## config.mk

```make
export PLATFORM = sky130hd
export DESIGN_NAME = i2s_transmitter
export DESIGN_NICKNAME = d
export VERILOG_FILES = /design/src/rtl/i2s_transmitter_pkg.sv /design/src/rtl/i2s_bclk_gen.sv /design/src/rtl/i2s_transmitter.sv
export SDC_FILE = /design/constraint.sdc
export NUM_CORES = 1
export LEC_CHECK = 0
export ABC_AREA = 1
export BUFFER_PORTS_ARGS = -buffer_cell sky130_fd_sc_hd__buf_2
export CAP_MARGIN = 20
export CELL_PAD_IN_SITES_DETAIL_PLACEMENT = 1
export CELL_PAD_IN_SITES_GLOBAL_PLACEMENT = 1
export CORE_ASPECT_RATIO = 1.1
export CORE_MARGIN = 1
export CORE_UTILIZATION = 45
export CTS_BUF_LIST = sky130_fd_sc_hd__clkbuf_8
export DETAILED_ROUTE_END_ITERATION = 10
export PLACE_DENSITY = 0.83
export SYNTH_ARGS = -nofsm -noshare
export SYNTH_HDL_FRONTEND = slang
export SYNTH_SLANG_ARGS = --single-unit
```

## constraint.sdc

```tcl
create_clock -name clk -period 3 [get_ports clk]
set_input_delay 0.6 -clock clk [delete_from_list [all_inputs] [get_ports clk]]
set_output_delay 0.6 -clock clk [all_outputs]
set_load 0.01 [all_outputs]
```

## src/rtl/i2s_transmitter_pkg.sv

```systemverilog
// ---------------------------------------------------------------------------
// i2s_transmitter_pkg
// Shared audio definitions used by the effects chain and the I2S output
// stage: the mono sample type, its default width and the I2S slot layout.
// ---------------------------------------------------------------------------
package i2s_transmitter_pkg;

    // Audio word width used across the effects chain.
    localparam int AUDIO_SAMPLE_BITS = 16;

    // Mono sample as produced by the effects chain (two's complement).
    typedef logic signed [AUDIO_SAMPLE_BITS-1:0] sample_t;

    // An I2S frame carries two slots: left then right.
    localparam int I2S_SLOTS = 2;

    // Divider counter width; large enough for CLK_DIV up to 255.
    localparam int DIV_CNT_W = 8;

    // Word-select encoding on lrclk.
    typedef enum logic {
        CH_LEFT  = 1'b0,
        CH_RIGHT = 1'b1
    } i2s_channel_e;

    // Number of bit periods in one I2S frame.
    function automatic int frame_bits(input int sample_bits);
        return I2S_SLOTS * sample_bits;
    endfunction

endpackage

```

## src/rtl/i2s_bclk_gen.sv

```systemverilog
// ---------------------------------------------------------------------------
// i2s_bclk_gen
// Divides clk down to the I2S bit clock. A counter runs 0..CLK_DIV-1 and
// bclk toggles on every wrap; the wrap that takes bclk from 1 to 0 is
// flagged on fall_event in the same cycle, so downstream logic updates its
// registers on the very edge where bclk falls.
//
// Ports
//   clk        : system clock, rising edge
//   rst        : asynchronous active-high reset
//   bclk       : I2S bit clock (registered)
//   fall_event : high for the clk cycle whose rising edge drives bclk 1->0
// ---------------------------------------------------------------------------
module i2s_bclk_gen
    import i2s_transmitter_pkg::*;
#(
    parameter int CLK_DIV = 16
) (
    input  logic clk,
    input  logic rst,
    output logic bclk,
    output logic fall_event
);

    localparam logic [DIV_CNT_W-1:0] DIV_LAST = DIV_CNT_W'(CLK_DIV - 1);

    logic [DIV_CNT_W-1:0] div_cnt;
    logic                 wrap;

    assign wrap       = (div_cnt == DIV_LAST);
    assign fall_event = wrap && bclk;

    // NOTE: registers use non-blocking assignments so every flop samples the
    // values that existed before the edge, independent of statement order.
    always_ff @(posedge clk or posedge rst) begin
        if (rst) begin
            div_cnt <= '0;
            bclk    <= 1'b0;
        end else if (wrap) begin
            div_cnt <= '0;
            bclk    <= ~bclk;
        end else begin
            div_cnt <= div_cnt + DIV_CNT_W'(1);
        end
    end

endmodule

```

## src/rtl/i2s_transmitter.sv

```systemverilog
// ---------------------------------------------------------------------------
// i2s_transmitter
// Serialises a mono sample stream onto a standard I2S link. Each accepted
// sample is sent unmodified, MSB first, in both the left and right slot of
// one frame. A one-entry buffer decouples the producer from the frame
// timing; a frame that starts with nothing buffered is sent as silence and
// flagged on underrun.
//
// Frame timing: bit index 0..2*SAMPLE_BITS-1 advances on each bclk fall.
// Left slot is index 0..SAMPLE_BITS-1, right slot the rest. lrclk changes
// one bit period ahead of the slot it announces.
//
// Ports
//   clk       : system clock, rising edge
//   rst       : asynchronous active-high reset
//   in_sample : signed mono sample from the effects chain
//   in_valid  : in_sample is valid
//   in_ready  : buffer is empty and a sample can be taken this cycle
//   bclk      : I2S bit clock
//   lrclk     : I2S word select, 0 = left, 1 = right
//   sdata     : I2S serial data, MSB first, changes on bclk falls only
//   underrun  : one-cycle pulse when a frame starts with the buffer empty
// ---------------------------------------------------------------------------
module i2s_transmitter
    import i2s_transmitter_pkg::*;
#(
    parameter int CLK_DIV     = 16,
    parameter int SAMPLE_BITS = AUDIO_SAMPLE_BITS
) (
    input  logic                          clk,
    input  logic                          rst,
    input  logic signed [SAMPLE_BITS-1:0] in_sample,
    input  logic                          in_valid,
    output logic                          in_ready,
    output logic                          bclk,
    output logic                          lrclk,
    output logic                          sdata,
    output logic                          underrun
);

    localparam int FRAME_BITS = frame_bits(SAMPLE_BITS);
    localparam int IDX_W      = $clog2(FRAME_BITS);

    localparam logic [IDX_W-1:0] LAST_IDX     = IDX_W'(FRAME_BITS - 1);
    localparam logic [IDX_W-1:0] RIGHT_WS_IDX = IDX_W'(SAMPLE_BITS - 1);

    logic                          fall_event;
    logic                          frame_start;
    logic                          accept;
    logic [IDX_W-1:0]              bit_idx;
    logic [IDX_W-1:0]              next_idx;
    logic [FRAME_BITS-1:0]         shreg;
    logic signed [SAMPLE_BITS-1:0] hold_data;
    logic                          hold_full;
    i2s_channel_e                  ws;

    i2s_bclk_gen #(
        .CLK_DIV (CLK_DIV)
    ) u_bclk_gen (
        .clk        (clk),
        .rst        (rst),
        .bclk       (bclk),
        .fall_event (fall_event)
    );

    // Bit index after the next fall, wrapping at the end of the frame.
    // NOTE: the default assignment first means every path drives next_idx,
    // so no latch is inferred.
    always_comb begin
        next_idx = bit_idx + IDX_W'(1);
        if (bit_idx == LAST_IDX) begin
            next_idx = '0;
        end
    end

    assign frame_start = fall_event && (bit_idx == LAST_IDX);

    // in_ready is held low during reset even though the buffer is empty.
    assign in_ready = !hold_full && !rst;
    assign accept   = in_valid && in_ready;

    assign sdata = shreg[FRAME_BITS-1];
    assign lrclk = (ws == CH_RIGHT);

    always_ff @(posedge clk or posedge rst) begin
        if (rst) begin
            bit_idx   <= LAST_IDX;
            ws        <= CH_LEFT;
            shreg     <= '0;
            hold_full <= 1'b0;
            underrun  <= 1'b0;
        end else begin
            underrun <= 1'b0;

            if (fall_event) begin
                bit_idx <= next_idx;

                // Word select leads the slot MSB by one bit period.
                if (next_idx == RIGHT_WS_IDX) begin
                    ws <= CH_RIGHT;
                end else if (next_idx == LAST_IDX) begin
                    ws <= CH_LEFT;
                end

                if (frame_start) begin
                    if (hold_full) begin
                        shreg <= {hold_data, hold_data};
                    end else begin
                        shreg    <= '0;
                        underrun <= 1'b1;
                    end
                end else begin
                    shreg <= shreg << 1;
                end
            end

            // accept implies the buffer was empty, so a coinciding frame
            // start has already loaded silence and the new sample waits for
            // the following frame.
            if (accept) begin
                hold_full <= 1'b1;
            end else if (frame_start) begin
                hold_full <= 1'b0;
            end
        end
    end

    // NOTE: the buffer data register is not reset; hold_full guards every
    // use of it, so its contents after reset are never observed.
    always_ff @(posedge clk) begin
        if (accept) begin
            hold_data <= in_sample;
        end
    end

endmodule
```

==> results.json <==
{
  "ant_nets": 0,
  "grt_max_degree": 43,
  "grt_pass1_vias": 2158,
  "synthToLayoutAreaGrowth_pct": 12.0,
  "reg2reg_slack_ns": 0.73,
  "start_util_pct": 47.5,
  "syn-cell-area_mm2": 0.00277,
  "outcome": "finished, final reports clean",
  "fin_ws_ns": 0.727,
  "ys_top_cells_by_area": "dfrtp_1 (40%), edfxtp_1 (17%), nand2_1 (11%)",
  "cp-end-kind": "flip-flop",
  "p_switching_uw": 346,
  "dpl.cell_count": 357,
  "critPathLaunch": "bit_idx[1]$_DFFE_PP1P_",
  "setup_violations": 0,
  "stdcell_area_mm2": 0.00311,
  "placementRows": 29,
  "numCtsBuffers": 9,
  "drt_pass1_iterations": 4,
  "final_core_util_pct": 53.2,
  "hold_buffers": 0,
  "fin_cells": 373,
  "drc": 0,
  "swShare_pct": 21.2,
  "power_leakage_uw": 0.00151,
  "max_slew_margin_pct": 56.1,
  "post_drt_wl_per_cell_um": 16.1,
  "r2r_cells": 8,
  "port_buffers": 23,
  "max_cap_violations": 0,
  "final_cell_mix": "nand2_1 (81), dfrtp_1 (44), nand3_1 (42), buf_2 (23), inv_1 (18)",
  "avgSynthCellArea_um2": 10.5,
  "clockBufferDepth": 2,
  "cp.required_ns": 3.27,
  "worstSetupPathType": "reg2reg",
  "yosysTopAreaCell": "dfrtp_1",
  "yosysUniqueCellTypes": 27,
  "drt-vias-per-instance": 5.26,
  "max_freq_mhz": 440,
  "worst_pin_slew_ns": 0.657,
  "r2r-end": "shreg[24]$_DFFE_PP0P_",
  "die_y_um": 84.3,
  "drt_iter0_drc": 105,
  "rr_startpoint": "bit_idx[1]$_DFFE_PP1P_",
  "ys_ff_latch": 65,
  "cts.sinks": 65,
  "cp-start-kind": "flip-flop",
  "tritoncts": "built",
  "pwr-share-clk_pct": 42.8,
  "syn_inst": 264,
  "drive_gt1_share_pct": 20.3,
  "grt_overflow": 0,
  "hpwl_um": 3900,
  "antenna_found_initial": 0,
  "p_comb_share_pct": 1.6,
  "fp.dieArea_mm2": 0.00648,
  "postCtsSetupBuffers": 0,
  "clock_latency_ns": 0.34,
  "clk_pin_slew_ns": 0.07,
  "n_fill_cell": 673,
  "track_usage_pct": 21.5,
  "wirelength_um": 6020,
  "power_frac_seq_pct": 55.6,
  "hold_violations": 0,
  "drv_slew": 0,
  "core_area_mm2": 0.00584,
  "synth_warnings": 0,
  "critPathCapture": "shreg[24]$_DFFE_PP0P_",
  "min_path_type": "in2async",
  "cp_max_fo": 16,
  "fp.dieW_um": 76.9,
  "layout_commonest_cell": "nand2_1",
  "syn_nets": 287,
  "place.gp.congestion": 0.756,
  "crit_arrival_ns": 2.55,
  "fin_crit_sh_pct": 75.8,
  "pin_count": 24,
  "multi_input_area_um2": 918,
  "seq_area_frac_synth_pct": 61.8,
  "place_ws_ns": 0.863,
  "p_int_uw": 1280,
  "nNetsFinal": 314,
  "setup_tns_ns": 0,
  "rsz0062_at_grt": "no",
  "regArea_mm2": 0.00171,
  "grt_pass1_wl_um": 10400,
  "ir_drop_mv": 0.386,
  "placed_area_mm2": 0.00293,
  "vias": 1962,
  "netlist.area_leader.share_pct": 39.7,
  "diodes": 0,
  "cts-resized-gates": 0,
  "period_minus_slack_ns": 2.27,
  "root_buffer": "clkbuf_8",
  "skew_ns": 0.00391,
  "htreeDepth": 3,
  "p_per_area_mw_per_mm2": 525
}
state kept, by name, indices dropped and copies added (netlist names):
name,flops
shreg,32
hold_data,16
u_bclk_gen.div_cnt,8
bit_idx,5
hold_full,1
lrclk,1
u_bclk_gen.bclk,1
underrun,1
logic make-up after synthesis:
group / after synthesis / share of synthesized area [%]
simple gates: 157 / 28.8
flops: 65 / 61.8
buf+inv: 27 / 5.14
xor+xnor: 4 / 1.26
fa+ha+maj: 4 / 1.80
compound gates: 7 / 1.26
power by group through the flow:
stage / Sequential (uW) / Clock [uW] / Combinational, uW
floorplan: 924 / 0 / 9.63
global placement: 924 / 0 / 26.3
detailed placement: 924 / 0 / 27.6
CTS: 906 / 712 / 27.8
global route: 906 / 746 / 30.5
finish: 907 / 697 / 26.5
worst min-delay path by stage:
stage | cells past startpoint | slack (ns) | to
floorplan | 1 | 0.43 | u_bclk_gen.div_cnt[0]$_DFF_PP0_
global placement | 1 | 0.45 | u_bclk_gen.div_cnt[0]$_DFF_PP0_
detailed placement | 1 | 0.46 | u_bclk_gen.div_cnt[0]$_DFF_PP0_
CTS | 2 | 0.23 | shreg[22]$_DFFE_PP0P_
global route | 2 | 0.24 | shreg[19]$_DFFE_PP0P_
finish | 2 | 0.23 | shreg[15]$_DFFE_PP0P_
final cells by class:
| type | instances | area share, % |
|---|---|---|
| timing repair buffer | 26 | 4.43 |
| multi-input combinational | 172 | 29.6 |
| tap | 77 | 3.10 |
| inverter | 17 | 2.05 |
| sequential | 65 | 55.1 |
| clock inverter | 7 | 1.73 |
| clock buffer | 9 | 3.99 |
worst max-delay path, stage by stage (launching register included):
cell and delay [ns]:
dfstp_2 0.57, ha_1 0.18, nand2_1 0.11, nor2_1 0.14, ha_1 0.33, inv_1 0.22, nor2_8 0.34, nand3_1 0.18
nand3_1 0.13
Yosys cell counts (all sizes together):
cell type	number
buf	8
a21oi	1
clkbuf	2
edfxtp	16
nor2	14
dfrtp	44
xnor2	1
nand3	53
dfstp	5
nand4	4
inv	17
nand2	83
o21ai	6
ha	4
nor3b	1
xor2	3
nor3	2
through the flow:
| step | total power, uW | hold WS, ns |
|---|---|---|
| final | 1630 | 0.234 |
| after global routing | 1680 | 0.240 |
| after CTS | 1650 | 0.234 |
| after detailed placement | 951 | 0.461 |
| after global placement | 950 | 0.453 |
| after floorplan | 933 | 0.433 |
routing by layer:
layer  GRT usage (%)  wire length (um)  up-vias
met5               0                 0        -
met4            12.4               183        0
met3            4.13               137       14
met2            37.4              3220       32
met1            24.7              2480      996
li1                -                 -      920
No activity file was read; power rests on OpenSTA's default activity.
